**src/rtl/fp32_mul_issue.sv**
```systemverilog
// FP32 multiply issue stage: latches an operand pair, starts the multiplier core,
// waits for done (with timeout), then holds the product and flags until downstream takes them.
module fp32_mul_issue #(
    parameter int TIMEOUT = 16
) (
    input  logic        clk,
    input  logic        rst_n,
    input  logic        in_valid,
    output logic        in_ready,
    input  logic [31:0] in_a,
    input  logic [31:0] in_b,
    output logic        mul_start_o,
    output logic [31:0] mul_a_o,
    output logic [31:0] mul_b_o,
    input  logic [31:0] mul_product_i,
    input  logic        mul_done_i,
    input  logic        mul_nan_i,
    input  logic        mul_inf_i,
    input  logic        mul_ovf_i,
    input  logic        mul_udf_i,
    output logic        out_valid,
    input  logic        out_ready,
    output logic [31:0] out_product,
    output logic [4:0]  out_flags,
    output logic [7:0]  op_count
);

    localparam int CW = $clog2(TIMEOUT + 1);

    typedef enum logic [1:0] {
        S_IDLE,
        S_ISSUE,
        S_WAIT,
        S_HOLD
    } state_t;

    state_t        r_state;
    state_t        w_next;
    logic          r_armed;
    logic [31:0]   r_a;
    logic [31:0]   r_b;
    logic [3:0]    r_sticky;
    logic [CW-1:0] r_wcnt;
    logic [31:0]   r_prod;
    logic [4:0]    r_flags;
    logic [7:0]    r_cnt;

    logic          w_accept;
    logic          w_in_wait;
    logic          w_done;
    logic          w_tmo;
    logic [3:0]    w_cur;

    assign w_cur     = {mul_nan_i, mul_inf_i, mul_ovf_i, mul_udf_i};
    assign w_in_wait = (r_state == S_WAIT);
    assign w_accept  = in_valid & in_ready;
    assign w_done    = w_in_wait & mul_done_i;
    assign w_tmo     = w_in_wait & ~mul_done_i
                     & (r_wcnt == CW'(TIMEOUT - 1));

    // r_armed keeps in_ready low until the first edge after reset release
    assign in_ready    = r_armed & (r_state == S_IDLE);
    assign mul_start_o = (r_state == S_ISSUE);
    assign out_valid   = (r_state == S_HOLD);
    assign mul_a_o     = r_a;
    assign mul_b_o     = r_b;
    assign out_product = r_prod;
    assign out_flags   = r_flags;
    assign op_count    = r_cnt;

    always_ff @(posedge clk or negedge rst_n) begin
        if (!rst_n) begin
            r_state <= S_IDLE;
        end else begin
            r_state <= w_next;
        end
    end

    always_comb begin
        w_next = r_state;
        unique case (r_state)
            S_IDLE:  if (w_accept) w_next = S_ISSUE;
            S_ISSUE: w_next = S_WAIT;
            S_WAIT:  if (w_done || w_tmo) w_next = S_HOLD;
            S_HOLD:  if (out_ready) w_next = S_IDLE;
        endcase
    end

    always_ff @(posedge clk or negedge rst_n) begin
        if (!rst_n) begin
            r_armed  <= 1'b0;
            r_a      <= '0;
            r_b      <= '0;
            r_sticky <= '0;
            r_wcnt   <= '0;
            r_prod   <= '0;
            r_flags  <= '0;
            r_cnt    <= '0;
        end else begin
            r_armed <= 1'b1;
            if (w_accept) begin
                r_a      <= in_a;
                r_b      <= in_b;
                r_sticky <= '0;
            end
            // flags may pulse before done, so accumulate every WAIT cycle
            if (r_state == S_ISSUE) begin
                r_wcnt <= '0;
            end else if (w_in_wait) begin
                r_wcnt   <= r_wcnt + CW'(1);
                r_sticky <= r_sticky | w_cur;
            end
            if (w_done) begin
                r_prod  <= mul_product_i;
                r_flags <= {1'b0, r_sticky | w_cur};
                r_cnt   <= r_cnt + 8'd1;
            end else if (w_tmo) begin
                r_prod  <= 32'h7FC0_0000;
                r_flags <= 5'b10000;
            end
        end
    end

endmodule

```
**config.mk**
```make
export PLATFORM = sky130hd
export DESIGN_NAME = fp32_mul_issue
export DESIGN_NICKNAME = d
export VERILOG_FILES = /design/src/rtl/fp32_mul_issue.sv
export SDC_FILE = /design/constraint.sdc
export NUM_CORES = 1
export LEC_CHECK = 0
export CORE_ASPECT_RATIO = 1.5
export CORE_MARGIN = 1
export CORE_UTILIZATION = 43
export CTS_BUF_LIST = sky130_fd_sc_hd__clkbuf_8
export DETAILED_ROUTE_END_ITERATION = 8
export GPL_TIMING_DRIVEN = 0
export PLACE_DENSITY = 0.83
export RECOVER_POWER = 25
export SLEW_MARGIN = 5
export SYNTH_ARGS = -nofsm -noshare
export SYNTH_HDL_FRONTEND = slang
export SYNTH_SLANG_ARGS = --single-unit
```
**constraint.sdc**
```tcl
create_clock -name clk -period 2.3 [get_ports clk]
set_input_delay 0.46 -clock clk [delete_from_list [all_inputs] [get_ports clk]]
set_output_delay 0.46 -clock clk [all_outputs]
set_load 0.1 [all_outputs]
```
==> flow_summary_export.csv <==
group,metric,value,unit
global_routing,grt_pass1_vias,3701,
logic_synthesis,yosysWarnings,0,
critical_path,rr_startpoint,"r_wcnt[0]",
final_layout,final_nets,664,
logic_synthesis,synth_nets,427,
route,drt-initial-drc-count,122,
final_layout,antenna_cells,0,
placement,globalplace.congestion,0.7493,
route,wl,12300,um
cts,cts.path.max_buffers,2,
critical_path,crit_arrival,1720,ps
floorplanning,start_util,44.23,%
critical_path,worstSetupEndpointType,"primary output",
critical_path,cp-start-kind,"flip-flop",
logic_synthesis,syn_inst,314,
critical_path,critPathCapture,"op_count[2]",
critical_path,required,1840,ps
global_routing,grt_usage,22.31,%
critical_path,cp.depth,1,
final_layout,seq_area,3028,um2
critical_path,r2r_end,"r_state[1]",
final_layout,area.growth.synth_to_final,56.41,%
critical_path,path_cells,"dlygate4sd2_1",
timing,holdWs,470.3,ps
timing,worst_slew_pin_slew,1038,ps
route,avgViaCountPerCell,4.914,
critical_path,cp_top_family,"buffers and inverters",
route,drcViolationCount,0,
global_routing,grt_max_degree,84,
critical_path,cpPeakStageDelay,890,ps
final_layout,multiInputGateArea,1513,um2
logic_synthesis,async_flop_share,100.0,%
cts,cts_root_buffer,"clkbuf_8",
cts,clock_sinks,121,
route,wl_per_cell,17.37,um
critical_path,r2r_slack,260,ps
cts,cts_buffers,17,
cts,cts_htree_levels,4,
cts,clk-insertion-delay-late,420,ps
final_layout,post-route-util,69.19,%
route,dr.pass1.iters,4,
logic_synthesis,synthesis.area,4684,um2
timing,final.setup_skew,8.474,ps
floorplanning,rows,46,
floorplanning,dieWidth,87.22,um
logic_synthesis,yosysSeqAreaShare,64.64,%
timing,setup_violations,0,
critical_path,r2r_cells,6,
timing,max_freq,458.2,MHz
placement,dp_hpwl,9048,um
floorplanning,die_h,129.8,um
cts,cts_tree,"built",
route,drt.antenna.violating_nets,0,
critical_path,crit_start,"op_count[2]",
route,vias,3479,
placement,port_buffers,216,
final_layout,drive_gt1_share,20.04,%
timing,rsz0062_at_grt,"false",
floorplanning,core,10590,um2
placement,dp.cells,675,
timing,finalCritPeriodShare,94.89,%
logic_synthesis,netlist-cell-type-count,30,
global_routing,grt_pass1_wl,18770,um
global_routing,grt_overflow_total,0,
critical_path,path_max_fanout,5,
timing,layout_min_cycle_time,2183,ps
cts,clk_pin_slew,60,ps
timing,finalHoldViolCount,0,
critical_path,critical_path.slowest_cell,"dlygate4sd2_1",
floorplanning,num_io_pins,217,
logic_synthesis,synth_seq_cells,121,
logic_synthesis,synth_edf_count,0,
final_layout,fillers,847,
logic_synthesis,synth-main-ff-cell,"dfrtp_1",
run,maxCapViolCount,0,
status,status,"finished clean",
hold_path,hold_class,"flip-flop to flip-flop",
global_routing,antenna_found_initial,0,
critical_path,critPathBufInv,1,
logic_synthesis,syn_area_per_cell,14.92,um2
timing,final_max_slew_viol_count,0,
floorplanning,die_area,11320,um2
final_layout,fin_cells,708,
critical_path,criticalPathCategory,"flip-flop to primary output",
timing,slew_headroom,30.83,%
[cell type report]
class / instances / area share [%]
clock buffers: 20 / 3.757
inverters: 7 / 0.3586
clock inverters: 12 / 1.810
well taps: 144 / 2.459
plain buffers: 17 / 1.605
multi-input cells: 169 / 20.65
flip-flops and latches: 121 / 41.33
repair buffers: 218 / 28.04
[kinds of logic after synthesis]
kind of cell               after synthesis  share of synthesized area [%]
buffers and inverters                   24                          3.071
and+or+nand+nor                         35                          3.659
muxes                                   67                          16.08
DFF                                    121                          64.64
xor gates and xnor gates                 7                          1.309
adders and majority gates                8                          2.137
other                                    1                        0.08005
AOI/OAI and AO/OA                       51                          9.028
[cells in the final DEF, fill, tap and decap left out, types with 8 or more instances in the layout]
| cell | instances |
|---|---|
| clkbuf_8 | 20 |
| o22a_1 | 9 |
| inv_1 | 11 |
| dlygate4sd2_1 | 109 |
| dfrtp_1 | 121 |
| ha_1 | 8 |
| nand2_1 | 16 |
| mux2_2 | 65 |
| clkdlybuf4s50_1 | 103 |
| a22o_1 | 28 |
[worst min-delay path by stage]
stage	from	endpoint	cells after the start
6_report	out_flags[1]	out_flags[1]	2
5_1_grt	out_product[27]	out_product[27]	1
4_1_cts	out_flags[1]	out_flags[1]	2
3_5_place_dp	rst_n	mul_b_o[11]	1
3_3_place_gp	op_count[7]	op_count[7]	1
2_1_floorplan	rst_n	mul_a_o[0]	0
[state kept, by name, indices dropped and copies added (netlist names)]
| register | count |
|---|---|
| r_state | 2 |
| op_count | 8 |
| r_armed | 1 |
| mul_a_o | 32 |
| r_sticky | 4 |
| out_flags | 5 |
| r_wcnt | 5 |
| out_product | 32 |
| mul_b_o | 32 |
[per-stage QoR]
stage	worst slack, ps	instance area, um2	TNS, ps
2_1_floorplan	128.7	4684	0
3_3_place_gp	-3784	7027	-457040
3_5_place_dp	-177.9	7056	-350.1
4_1_cts	26.89	7328	0
5_1_grt	52.40	7327	0
6_report	117.5	7327	0
[cells in the mapped netlist, types with 2 or more instances]
cell	number	area, um2
o21ai_0	6	30.03
a22o_1	28	245.2
dfrtp_1	121	3028
mux2_2	65	732.0
o22a_1	9	78.83
buf_2	7	35.03
nand3b_1	2	15.01
nor2b_1	2	12.51
clkbuf_1	3	11.26
o22ai_1	2	12.51
xnor2_1	7	61.31
buf_6	5	56.30
nand3_1	2	10.01
inv_1	7	26.28
ha_1	8	100.1
nand2_1	16	60.06
nor2_1	3	11.26
and3_1	3	18.77
nand4_1	4	25.02
buf_4	2	15.01
and2_1	2	12.51
o21a_1	2	15.01
[metal layers]
metal  GRT usage, %  up-vias  part of all wire [%]
li1               -     1600                     -
met1          24.12     1722                    36
met2          40.11      126                    56
met3          5.882       31                   5.5
met4          10.90        0                   3.0
met5              0        -                     0
[timing repair]
action / in CTS / in global routing
setup endpoints to repair: 112 / 2
endpoints found under the hold margin: 38 / 0
gates resized for setup: 122 / 2
hold buffers: 1 / 0
buffers inserted: 0 / 0
Power is left out: the tool's default activity adds up to more than one toggle a clock period on the data nets, which glitch-free logic cannot reach.
